[config.mk]
export PLATFORM = sky130hd
export DESIGN_NAME = ucie_ctl_phy_sb_tx_arb
export DESIGN_NICKNAME = d
export VERILOG_FILES = /design/src/rtl/ucie_ctl_phy_sb_tx_arb.sv
export SDC_FILE = /design/constraint.sdc
export NUM_CORES = 1
export LEC_CHECK = 0
export CORE_MARGIN = 2
export CORE_UTILIZATION = 27
export DETAILED_ROUTE_END_ITERATION = 16
export GPL_ROUTABILITY_DRIVEN = 0
export PLACE_DENSITY = 0.82
export SYNTH_ARGS = -nofsm -noshare
export SYNTH_HDL_FRONTEND = slang
export SYNTH_SLANG_ARGS = --single-unit
[constraint.sdc]
create_clock -name i_clk -period 2.35 [get_ports i_clk]
set_input_delay 0.47 -clock i_clk [delete_from_list [all_inputs] [get_ports i_clk]]
set_output_delay 0.47 -clock i_clk [all_outputs]
set_load 0.005 [all_outputs]
[src/rtl/ucie_ctl_phy_sb_tx_arb.sv]
// Purpose: per-message arbiter that shares the sideband serializer between the adapter cfg path and LTSM (UCIE_SB_LTSM_PRIO_EN = fixed LTSM priority on ties).
// Latency: grant one cycle after a valid is seen in IDLE; flits pass through combinationally; credit pulse one cycle after the last adapter flit.
// Backpressure: i_sb_ready feeds the granted requester's ready directly; a stall freezes the flit counter and keeps the grant.
module ucie_ctl_phy_sb_tx_arb #(
  parameter int NC        = 32,
  parameter int MSG_FLITS = 2
) (
  input  logic          i_clk,
  input  logic          i_rst_n,
  input  logic          i_adp_valid,
  input  logic [NC-1:0] i_adp_data,
  output logic          o_adp_ready,
  output logic          o_rdi_pl_cfg_crd,
  input  logic          i_ltsm_valid,
  input  logic [NC-1:0] i_ltsm_data,
  output logic          o_ltsm_ready,
  output logic          o_sb_data_valid,
  output logic [NC-1:0] o_data_sent_sb,
  input  logic          i_sb_ready,
  output logic          o_proto_err
);

  localparam int CW = $clog2(MSG_FLITS) + 1;
  localparam logic [CW-1:0] LAST_CNT = CW'(MSG_FLITS - 1);

  typedef enum logic [1:0] {
    IDLE     = 2'd0,
    GNT_ADP  = 2'd1,
    GNT_LTSM = 2'd2
  } state_e;

  state_e        state_q, state_d;
  logic [CW-1:0] flit_cnt_q, flit_cnt_d;
  logic          last_gnt_q, last_gnt_d;   // 0 = adapter won last, 1 = LTSM won last
  logic          crd_q, crd_d;
  logic          err_q, err_d;
  logic          xfer;
  logic          last_flit;

  assign xfer             = o_sb_data_valid & i_sb_ready;
  assign last_flit        = (flit_cnt_q == LAST_CNT);
  assign o_rdi_pl_cfg_crd = crd_q;
  assign o_proto_err      = err_q;

  // State, counter, round-robin pointer, credit pulse and sticky error registers
  always_ff @(posedge i_clk or negedge i_rst_n) begin
    if (!i_rst_n) begin
      state_q    <= IDLE;
      flit_cnt_q <= '0;
      last_gnt_q <= 1'b1;
      crd_q      <= 1'b0;
      err_q      <= 1'b0;
    end else begin
      state_q    <= state_d;
      flit_cnt_q <= flit_cnt_d;
      last_gnt_q <= last_gnt_d;
      crd_q      <= crd_d;
      err_q      <= err_d;
    end
  end

  // Next-state: arbitrate only in IDLE, release the grant after the last flit of a message
  always_comb begin
    state_d = state_q;
    case (state_q)
      IDLE: begin
        if (i_adp_valid && i_ltsm_valid) begin
`ifdef UCIE_SB_LTSM_PRIO_EN
          state_d = GNT_LTSM;
`else
          state_d = last_gnt_q ? GNT_ADP : GNT_LTSM;
`endif
        end else if (i_adp_valid) begin
          state_d = GNT_ADP;
        end else if (i_ltsm_valid) begin
          state_d = GNT_LTSM;
        end
      end
      GNT_ADP, GNT_LTSM: begin
        if (xfer && last_flit) state_d = IDLE;
      end
      default: state_d = IDLE;
    endcase
  end

  // Outputs: steer the granted requester onto the serializer, data forced to zero when not valid
  always_comb begin
    o_sb_data_valid = 1'b0;
    o_data_sent_sb  = '0;
    o_adp_ready     = 1'b0;
    o_ltsm_ready    = 1'b0;
    case (state_q)
      GNT_ADP: begin
        o_sb_data_valid = i_adp_valid;
        o_data_sent_sb  = i_adp_valid ? i_adp_data : '0;
        o_adp_ready     = i_sb_ready;
      end
      GNT_LTSM: begin
        o_sb_data_valid = i_ltsm_valid;
        o_data_sent_sb  = i_ltsm_valid ? i_ltsm_data : '0;
        o_ltsm_ready    = i_sb_ready;
      end
      default: ;
    endcase
  end

  // Message bookkeeping: count flits, record the winner, pulse credit, latch mid-message valid drops
  always_comb begin
    flit_cnt_d = flit_cnt_q;
    last_gnt_d = last_gnt_q;
    crd_d      = 1'b0;
    err_d      = err_q;
    if (state_q != IDLE) begin
      // Dropping valid after the first flit is a violation; the grant is kept regardless
      if ((flit_cnt_q != '0) && !o_sb_data_valid) err_d = 1'b1;
      if (xfer) begin
        if (last_flit) begin
          flit_cnt_d = '0;
          last_gnt_d = (state_q == GNT_LTSM);
          crd_d      = (state_q == GNT_ADP);
        end else begin
          flit_cnt_d = flit_cnt_q + CW'(1);
        end
      end
    end
  end

endmodule
Word-level counts from Yosys, hierarchy flattened
Index checks and enable logic that the tools add are counted.
{"block": "word_totals", "register_bits": 7, "latchBits": 0, "mem_bits_rw": 0, "romBits": 0, "input_bits": 69, "out_inout_bits": 37, "memories": 0}
{"block": "classes", "addsub": 1, "n_mul": 0, "n_div": 0, "n_lt_le_gt_ge": 0, "n_eq_ne": 5, "shifts": 0, "mux": 16, "bitwise": 1, "n_reduce_logical": 12}
{"op": "two-way mux 32 bit", "n": 2}
{"op": "one-hot mux 32 bit (2 select lines)", "n": 1}
{"op": "two-way mux 2 bit", "n": 6}
{"op": "AND reduction 2 bit", "n": 3}
{"op": "two-way mux 1 bit", "n": 5}
{"op": "== test 2 x 1 -> 1 bit (second input constant)", "n": 2}
{"op": "inequality test 4 bit (second input constant)", "n": 1}
{"op": "one-hot mux 2 bit (2 select lines)", "n": 1}
{"op": "nonzero test 2 bit", "n": 2}
{"op": "logical AND 1 bit", "n": 3}
{"op": "AND reduction 3 bit", "n": 1}
{"op": "adder 2 x 1 -> 2 bit (second input constant)", "n": 1}
{"op": "== test 2 bit (second input constant)", "n": 1}
{"op": "zero test 2 bit", "n": 1}
{"op": "inequality test 2 bit (second input constant)", "n": 1}
{"op": "one-hot mux 1 bit (2 select lines)", "n": 1}
{"op": "OR reduction 2 bit", "n": 1}
{"op": "AND 1 bit", "n": 1}
{"op": "zero test 1 bit", "n": 1}

Depth between registers and ports, before layout
Gate-level depths: netlist of run 1.
{"block": "logic_depth", "ltp_word": 6, "mapped_depth": 7}

Worst setup path after synthesis of run 1
OpenSTA, ideal clock, no wires.
{"block": "synth_timing", "path_type": "register -> output", "from": "reg state_q[0]", "to": "out o_data_sent_sb[10]", "t_arrival_ns": 1.352, "required_ns": 1.880, "path_slack_ns": 0.528, "stages_incl_launch_ff": 8, "path_buffers": 2, "cell_sequence": "dfrtp_1 inv_1 ha_1 and2_1 clkbuf_1 buf_2 a22oi_1 nor2b_1"}
{"block": "synth_between", "elab_chain_len": 2, "word_cells_on_any_way": 3}
{"item": "from (decl)", "line": "32", "rtl": "state_e state_q, state_d;"}
{"item": "from (signal assigned)", "line": "54", "rtl": "state_q <= state_d;"}
{"item": "== test 2 bit or == test 2 x 1 -> 1 bit (tied branches)", "line": "92", "rtl": "case (state_q)"}
{"item": "one-hot mux 32 bit (2 select lines) (*)", "line": "92"}
{"item": "to (decl)", "line": "18", "rtl": "output logic [NC-1:0] o_data_sent_sb,"}
Every way passes the cells marked *; elsewhere a longest branch is shown, timed or not.

Final worst setup path of run 1
{"block": "layout_timing", "from": "reg state_q[0]", "to": "out o_data_sent_sb[12]"}
The elaborated chain is that of the path after synthesis.

==> flow_metrics.py, run 1 <==
metrics = {
    "synth": {
        "synth_area_leader_cell": "a22oi_1",
        "synth_nets": 186,
        "synth_top_area_share_pct": 26.9,
        "synth_area_um2": 893,
        "synth_cell_types": 25,
        "synth_common_cells": "35 x nor2b_1, 32 x a22oi_1, 6 x buf_2, 6 x dfrtp_1, 5 x clkbuf_1",
        "synthMostInstantiatedCell": "nor2b_1",
        "ys_ff_latch": 7,
        "yosysWarnings": 0,
        "syn_inst": 113,
        "synth_edf_count": 0,
        "ys_async_sr_fraction_pct": 100,
        "yosysSeqAreaShare_pct": 19.7,
        "ys.flop_type": "dfrtp_1",
        "avgSynthCellArea_um2": 7.91,
        "synthTopCellsByArea": "a22oi_1 27%, nor2b_1 25%, dfrtp_1 17%",
    },
    "timing": {
        "hold_viol": 0,
        "fin_worst_skew_ns": 0.00603,
        "fmax_ghz": 0.421,
        "maxSlewHeadroom_pct": 75.2,
        "final.period_utilization_pct": 101,
        "setup_viol": 1,
        "fin_ws_ns": -0.0261,
        "post-route-min-period_ns": 2.38,
        "slew_violations": 0,
        "tightest_slew_ns": 0.371,
    },
    "power": {
        "power.density_nw_per_um2": 637,
        "p_leak_nw": 0.943,
        "vdd_drop_max_uv": 523,
    },
    "setup_path": {
        "crit_arrival_ns": 1.91,
        "worstSetupStartpointType": "flop",
        "criticalPathCategory": "flop to output pin",
        "crit_fanout": 12,
        "crit_required_ns": 1.88,
        "cp-end-kind": "output pin",
    },
    "detailed_routing": {
        "wl_per_cell_um": 14.7,
        "drc_errors": 0,
        "detail-route-antenna-nets": 0,
        "drtIter0Drc": 54,
        "drt-total-wl_mm": 3.97,
        "firstDrtPassIters": 4,
        "vias": 1317,
        "post_drt_via_cell_ratio": 4.86,
    },
    "place": {
        "placed_cells": 259,
        "io_buffers": 105,
        "post-dp-hpwl_mm": 2.97,
    },
    "grt": {
        "grt_first_pass_wirelength_mm": 5.42,
        "grt_max_degree": 20,
        "gr-total-overflow": 0,
        "grtUsageTotal_pct": 19.1,
        "antenna_found_initial": 0,
        "grt_pass1_vias": 1201,
    },
    "floorplan": {
        "fp.dieW_um": 61.5,
        "die_h_um": 61.5,
        "start_util_pct": 28.8,
        "core_region_area_um2": 3100,
        "num_rows": 20,
        "io_pins": 106,
        "dieArea_um2": 3780,
    },
    "final_layout": {
        "drive_gt1_share_pct": 15.0,
        "diodes": 0,
        "instances_no_fill": 271,
        "utilization_pct": 69.3,
        "area_delta_synth_final_pct": 141,
        "final_nets": 301,
    },
    "clocking": {
        "clkLatencyLatePin_ns": 0.26,
        "hold_buffers": 0,
        "h-tree-depth": 1,
        "cts-root-buf": "clkbuf_4",
        "cts_tree": "yes",
        "cts_made_buffers": 3,
        "clock_sinks": 7,
        "clockBufferDepth": 2,
        "clk_pin_slew_ns": 0.06,
    },
    "run_status": {
        "status": "finished, violations left",
        "violations": "negative setup slack",
    },
    "job": {
        "maxCapViolCount": 0,
    },
    "hold_path": {
        "hp-class": "flop to flop",
    },
}
==> flip-flops by register name, indices dropped and copies added (netlist names) <==
register and count:
last_gnt_q 1, o_rdi_pl_cfg_crd 1, o_proto_err 1, state_q 2, flit_cnt_q 2
==> metal layers <==
metal,wire length (µm),GRT usage (%),vias to the layer above
met4,51,5.47,0
met2,2080,36.7,71
met1,1420,20.7,602
li1,-,-,638
met5,0,0,-
met3,426,4.41,6
==> power by group <==
part | leakage (nW) | switching, mW | internal [mW]
sequential | 0.0848 | 0.0271 | 0.159
combinational | 0.843 | 0.440 | 0.629
clock | 0.0150 | 0.0506 | 0.0652
total | 0.943 | 0.518 | 0.853
==> kinds of logic after synthesis <==
family	count (synthesis)	synth area share (%)
fa+ha+maj	4	5.60
mux	1	1.68
xor+xnor	1	0.981
compound gates	41	33.8
flops	7	19.7
buf+inv	15	7.14
simple gates	44	31.1
==> stage by stage <==
| stage | area (µm²) | setup WS, ns | setup TNS, ns | power, mW | hold WS [ns] |
|---|---|---|---|---|---|
| 2_1_floorplan | 893 | 0.528 | 0 | 0.725 | 0.174 |
| 3_3_place_gp | 2020 | -0.171 | -4.64 | 1.16 | 0.451 |
| 3_5_place_dp | 2020 | -0.206 | -5.53 | 1.19 | 0.452 |
| 4_1_cts | 2120 | 0.00611 | 0 | 1.35 | 0.466 |
| 5_1_grt | 2150 | -0.0859 | -0.0913 | 1.48 | 0.489 |
| 6_report | 2150 | -0.0261 | -0.0261 | 1.37 | 0.464 |
==> cell usage in the layout (no fill, tap or decap), types with 2 or more instances in the layout <==
| cell | netlist | final |
|---|---|---|
| dfrtp_1 | 6 | 6 |
| buf_12 | 0 | 2 |
| dlygate4sd2_1 | 0 | 31 |
| a22oi_1 | 32 | 26 |
| a22oi_2 | 0 | 6 |
| buf_4 | 0 | 12 |
| nor2b_1 | 35 | 35 |
| inv_1 | 4 | 3 |
| clkbuf_4 | 0 | 3 |
| and2_4 | 0 | 2 |
| ha_1 | 4 | 3 |
| clkbuf_2 | 0 | 2 |
| clkdlybuf4s50_1 | 0 | 71 |
| and2_1 | 4 | 2 |
==> worst max-delay path: stages, from the launching register on <==
cell	delay [ns]
dfrtp_1	0.37
inv_2	0.06
ha_4	0.16
and2_4	0.16
buf_16	0.15
buf_4	0.15
a22oi_1	0.23
nor2b_1	0.09
dlygate4sd2_1	0.27
==> path summary, 6_finish.rpt <==
path | from | endpoint | cells past startpoint | slack [ns]
max | state_q[0]$_DFFE_PN0P_ | o_data_sent_sb[12] | 8 | -0.03
max in group asynchronous | i_rst_n | last_gnt_q$_DFFE_PN1P_ | 1 | 1.55
max reg2reg | state_q[0]$_DFFE_PN0P_ | last_gnt_q$_DFFE_PN1P_ | 6 | 0.47
min in group asynchronous | i_rst_n | state_q[0]$_DFFE_PN0P_ | 1 | 0.49
min reg2reg | o_proto_err$_DFFE_PN0P_ | o_proto_err$_DFFE_PN0P_ | 2 | 0.46
min | o_proto_err$_DFFE_PN0P_ | o_proto_err$_DFFE_PN0P_ | 2 | 0.46
==> cell type report <==
cell class	count	area, µm²
tap	44	55.1
sequential	7	176
timing repair buffer	121	1180
inverter	4	15.0
fill	272	952
clock buffer	4	26.3
multi-input combinational	91	701
==> what timing repair did <==
action | in CTS | in global routing
gates cloned | 1 | 0
pin swaps | 1 | 2
endpoints found under the setup margin | 33 | 11
gates resized for setup | 46 | 9
setup buffers | 6 | 1
Power figures use the tool's default switching activity.
==> inputs of run 2 (changes only) <==
Settings changed: CTS_BUF_LIST set to sky130_fd_sc_hd__clkbuf_4.
==> run 2 against run 1 <==
  * The run still ends with negative setup slack left
  * Global-route usage down 0.13 points
  * Sequential share of layout area about the same
  * Sequential power about the same
  * Largest cell class unchanged
  * Final cell count unchanged
  * Worst hold slack about the same
  * Clock-buffer cell count unchanged
==> flow_metrics.py, run 2 (synthesized netlist as in run 1, its figures left out) <==
metrics = {
    "run_status": {
        "status": "finished, violations left",
        "violations": "negative setup slack",
    },
    "detailed_routing": {
        "firstDrtPassIters": 4,
        "vias": 1320,
        "post_drt_via_cell_ratio": 4.87,
        "drc_errors": 0,
        "drtIter0Drc": 58,
        "drt-total-wl_mm": 3.95,
        "wl_per_cell_um": 14.6,
        "detail-route-antenna-nets": 0,
    },
    "place": {
        "post-place-ws_ns": -0.206,
        "post-dp-hpwl_mm": 2.97,
        "io_buffers": 105,
    },
    "grt": {
        "antenna_found_initial": 0,
        "grt_first_pass_wirelength_mm": 5.39,
        "grtUsageTotal_pct": 19.0,
        "gr-total-overflow": 0,
        "grt_pass1_vias": 1203,
        "grt_max_degree": 20,
    },
    "clocking": {
        "cts_made_buffers": 3,
        "clockBufferDepth": 2,
        "clock_sinks": 7,
        "clkLatencyLatePin_ns": 0.26,
        "hold_buffers": 0,
        "h-tree-depth": 1,
        "cts-root-buf": "clkbuf_4",
        "cts_tree": "yes",
        "clk_pin_slew_ns": 0.06,
    },
    "setup_path": {
        "crit_arrival_ns": 1.90,
        "worstSetupStartpointType": "flop",
        "worst-path-buf-inv": 4,
        "crit_fanout": 12,
        "crit_chain": "inv_2 > ha_4 > and2_4 > buf_16 > buf_4 > a22oi_1 > nor2b_1 > dlygate4sd2_1",
        "slowest_delay_ns": 0.37,
        "criticalPathCategory": "flop to output pin",
        "crit_required_ns": 1.88,
        "cp_slowest_cell": "dfrtp_1",
        "path_delay_family": "buffers and inverters",
        "cp-end-kind": "output pin",
    },
    "timing": {
        "setup_viol": 1,
        "fin_ws_ns": -0.0216,
        "final.period_utilization_pct": 101,
        "fin_worst_skew_ns": 0.00679,
        "post-route-min-period_ns": 2.37,
        "fmax_ghz": 0.422,
        "fin_tns_setup_ns": -0.0216,
        "hold_viol": 0,
        "tightest_slew_ns": 0.359,
        "slew_violations": 0,
        "maxSlewHeadroom_pct": 76.0,
    },
    "final_layout": {
        "final_cell_mix": "71 x clkdlybuf4s50_1, 35 x nor2b_1, 31 x dlygate4sd2_1",
        "utilization_pct": 69.4,
        "diodes": 0,
        "final_common_cell": "clkdlybuf4s50_1",
        "largestRegisters": "flit_cnt_q (2), state_q (2)",
        "n_fill_cell": 272,
        "area_delta_synth_final_pct": 141,
        "drive_gt1_share_pct": 15.4,
        "final_nets": 301,
    },
    "power": {
        "sw_frac_of_total_pct": 37.3,
        "finalPower_mw": 1.38,
        "p_switching_mw": 0.514,
        "p_leak_nw": 0.946,
        "pwr-share-seq_pct": 13.5,
        "power.density_nw_per_um2": 640,
        "vdd_drop_max_uv": 533,
        "power_frac_clock_pct": 9.0,
        "p_int_mw": 0.865,
        "p_comb_share_pct": 77.5,
    },
    "floorplan": {
        "die_h_um": 61.5,
        "io_pins": 106,
        "dieArea_um2": 3780,
        "fp.dieW_um": 61.5,
        "num_rows": 20,
        "core_region_area_um2": 3100,
        "start_util_pct": 28.8,
    },
    "job": {
        "maxCapViolCount": 0,
    },
    "hold_path": {
        "hp-class": "flop to flop",
    },
}
[run 2: cell count changes in the layout (fill, tap and decap cells not counted)]
| cell | before | now |
|---|---|---|
| clkbuf_1 | 1 | 0 |
| clkbuf_4 | 3 | 4 |
[run 2: timing repair]
action | 4_1_cts | 5_1_grt
endpoints found under the setup margin | 33 | 11
setup buffers | 6 | 1
gates resized for setup | 46 | 9
pin swaps | 1 | 2
cloned | 1 | 0
[run 2: power by group through the flow]
stage / logic, mW / clock network [mW] / registers, mW
global route: 1.16 / 0.138 / 0.192
floorplan: 0.545 / 0 / 0.181
finish: 1.07 / 0.124 / 0.186
detailed placement: 1.00 / 0 / 0.186
CTS: 1.04 / 0.129 / 0.181
global placement: 0.976 / 0 / 0.185
[run 2: path summary, 6_finish.rpt]
| kind | startpoint | end | slack [ns] | cells after the start |
|---|---|---|---|---|
| max | state_q[0]$_DFFE_PN0P_ | o_data_sent_sb[12] | -0.02 | 8 |
| max in group asynchronous | i_rst_n | last_gnt_q$_DFFE_PN1P_ | 1.55 | 1 |
| min | o_proto_err$_DFFE_PN0P_ | o_proto_err$_DFFE_PN0P_ | 0.46 | 2 |
| max reg2reg | state_q[0]$_DFFE_PN0P_ | last_gnt_q$_DFFE_PN1P_ | 0.47 | 6 |
| min in group asynchronous | i_rst_n | state_q[0]$_DFFE_PN0P_ | 0.49 | 1 |
| min reg2reg | o_proto_err$_DFFE_PN0P_ | o_proto_err$_DFFE_PN0P_ | 0.46 | 2 |
[run 2: final cells by class]
cell class | instances | area [µm²] | area share [%]
repair buffers | 121 | 1180 | 54.6
multi-input cells | 91 | 701 | 32.5
flip-flops and latches | 7 | 176 | 8.19
well taps | 44 | 55.1 | 2.56
clock buffers | 4 | 30.0 | 1.39
inverters | 4 | 15.0 | 0.697
[run 2: layer usage]
layer / up-vias / track usage (%) / share of wire, %
met5: - / 0 / 0
met3: 6 / 4.41 / 11
met1: 603 / 20.3 / 35
li1: 638 / - / -
met4: 0 / 5.47 / 1.3
met2: 73 / 36.7 / 53
[run 2: per-stage QoR]
| stage | hold slack (ns) | instances | instance area (µm²) |
|---|---|---|---|
| floorplan | 0.174 | 113 | 893 |
| global placement | 0.451 | 259 | 2020 |
| detailed placement | 0.452 | 259 | 2020 |
| CTS | 0.466 | 270 | 2120 |
| global route | 0.489 | 271 | 2150 |
| finish | 0.463 | 271 | 2150 |
[run 2: worst min-delay path: stages (launching register included)]
cell     delay, ns
dfrtp_1       0.34
inv_1         0.04
o31ai_1       0.05
==> inputs of run 3 (changes only) <==
Settings changed: HOLD_SLACK_MARGIN set to 0.03, MAX_ROUTING_LAYER set to met4, SLEW_MARGIN set to 20.
==> run 3 against run 2 <==
  * The run still ends with negative setup slack left
  * Total power about the same
  * Highest routed layer unchanged
  * Global-route usage up 0.59 points
  * Combinational power about the same
  * Largest cell class unchanged
  * Worst hold slack unchanged
  * Clock-buffer cell count unchanged
  * Routed wire length about the same
  * Setup slack about the same
  * Sequential cell count unchanged
==> flow_metrics.py, run 3 (synthesized netlist as in run 1, its figures left out) <==
metrics = {
    "place": {
        "placed_cells": 259,
        "post-dp-hpwl_mm": 2.97,
        "io_buffers": 105,
    },
    "final_layout": {
        "final_common_cell": "clkdlybuf4s50_1",
        "n_fill_cell": 272,
        "area_delta_synth_final_pct": 141,
        "multiInputGateArea_um2": 701,
        "final_cell_mix": "71 x clkdlybuf4s50_1, 35 x nor2b_1, 31 x dlygate4sd2_1",
        "largestRegisters": "flit_cnt_q (2), state_q (2)",
        "drive_gt1_share_pct": 15.4,
        "diodes": 0,
        "instances_no_fill": 271,
        "final_nets": 301,
        "regArea_um2": 176,
    },
    "power": {
        "p_int_mw": 0.865,
        "sw_frac_of_total_pct": 37.3,
        "vdd_drop_max_uv": 533,
        "p_comb_share_pct": 77.5,
        "pwr-share-seq_pct": 13.5,
        "power.density_nw_per_um2": 640,
        "p_switching_mw": 0.514,
        "power_frac_clock_pct": 9.0,
        "p_leak_nw": 0.946,
    },
    "timing": {
        "fin_tns_setup_ns": -0.0220,
        "fin_worst_skew_ns": 0.00679,
        "hold_viol": 0,
        "maxSlewHeadroom_pct": 76.0,
        "fmax_ghz": 0.422,
        "post-route-min-period_ns": 2.37,
        "final.period_utilization_pct": 101,
        "tightest_slew_ns": 0.359,
        "slew_violations": 0,
        "holdWs_ns": 0.463,
        "setup_viol": 1,
        "fin_ws_ns": -0.0220,
    },
    "floorplan": {
        "die_h_um": 61.5,
        "io_pins": 106,
        "fp.dieW_um": 61.5,
        "core_region_area_um2": 3100,
        "num_rows": 20,
        "start_util_pct": 28.8,
        "dieArea_um2": 3780,
    },
    "clocking": {
        "h-tree-depth": 1,
        "clkLatencyLatePin_ns": 0.26,
        "cts-root-buf": "clkbuf_4",
        "hold_buffers": 0,
        "cts_tree": "yes",
        "clock_sinks": 7,
        "clockBufferDepth": 2,
        "clk_pin_slew_ns": 0.06,
        "cts_made_buffers": 3,
    },
    "grt": {
        "antenna_found_initial": 0,
        "grt_first_pass_wirelength_mm": 5.39,
        "grtUsageTotal_pct": 19.6,
        "grt_max_degree": 20,
        "grt_pass1_vias": 1202,
        "gr-total-overflow": 0,
    },
    "detailed_routing": {
        "drtIter0Drc": 56,
        "vias": 1320,
        "drc_errors": 0,
        "detail-route-antenna-nets": 0,
        "wl_met3_um": 420,
        "firstDrtPassIters": 4,
        "wl_met2_mm": 2.09,
        "wl_per_cell_um": 14.6,
        "drt-total-wl_mm": 3.95,
        "top_layer": "met4",
        "post_drt_via_cell_ratio": 4.87,
        "drt-met1-wl_mm": 1.39,
    },
    "setup_path": {
        "worstSetupStartpointType": "flop",
        "cp-end-kind": "output pin",
        "crit_required_ns": 1.88,
        "crit_fanout": 12,
        "crit_arrival_ns": 1.90,
        "criticalPathCategory": "flop to output pin",
    },
    "run_status": {
        "status": "finished, violations left",
        "violations": "negative setup slack",
    },
    "job": {
        "maxCapViolCount": 0,
    },
    "hold_path": {
        "hp-class": "flop to flop",
    },
}
run 3: cell counts in the layout (fill, tap and decap cells not counted):
Identical to the previous run, type by type.
run 3: critical path: stages, from the launching register on:
cell           delay [ns]
dfrtp_1              0.37
inv_2                0.06
ha_4                 0.16
and2_4               0.16
buf_16               0.15
buf_4                0.15
a22oi_1              0.23
nor2b_1              0.09
dlygate4sd2_1        0.27
run 3: cell type report:
class                      count  area share, %
clock buffer                   4           1.39
inverter                       4          0.697
multi-input combinational     91           32.5
sequential                     7           8.19
tap                           44           2.56
timing repair buffer         121           54.6
run 3: layer usage:
| layer | up-vias | track usage (%) |
|---|---|---|
| met5 | - | - |
| met4 | 0 | 5.47 |
| met3 | 6 | 4.41 |
| met2 | 73 | 36.7 |
| met1 | 603 | 20.3 |
| li1 | 638 | - |
run 3: metrics by stage:
stage | util (%) | total power, mW | setup WS [ns] | area, µm²
floorplan | - | 0.725 | 0.528 | 893
CTS | 68.3 | 1.36 | 0.00611 | 2120
finish | 69.4 | 1.38 | -0.0220 | 2150
global route | 69.4 | 1.49 | -0.0829 | 2150
global placement | 65.2 | 1.16 | -0.171 | 2020
detailed placement | 65.2 | 1.19 | -0.206 | 2020
run 3: timing repair:
item	4_1_cts	5_1_grt
setup endpoints to repair	33	11
buffers inserted	6	1
cloned	1	0
gates resized for setup	46	9
pin swaps	1	2
run 3: power by group through the flow:
stage          registers, mW  clock network (mW)  logic (mW)
3_5_place_dp           0.186                   0        1.00
4_1_cts                0.181               0.129        1.04
6_report               0.186               0.125        1.07
5_1_grt                0.192               0.138        1.16
3_3_place_gp           0.185                   0       0.976
2_1_floorplan          0.181                   0       0.545
run 3: final timing paths:
kind / start / cells past startpoint / end / slack (ns)
setup reg to reg: state_q[0]$_DFFE_PN0P_ / 6 / last_gnt_q$_DFFE_PN1P_ / 0.47
hold / removal: o_proto_err$_DFFE_PN0P_ / 2 / o_proto_err$_DFFE_PN0P_ / 0.46
setup / recovery: state_q[0]$_DFFE_PN0P_ / 8 / o_data_sent_sb[12] / -0.02
min in group asynchronous: i_rst_n / 1 / state_q[0]$_DFFE_PN0P_ / 0.49
hold reg to reg: o_proto_err$_DFFE_PN0P_ / 2 / o_proto_err$_DFFE_PN0P_ / 0.46
max in group asynchronous: i_rst_n / 1 / last_gnt_q$_DFFE_PN1P_ / 1.55
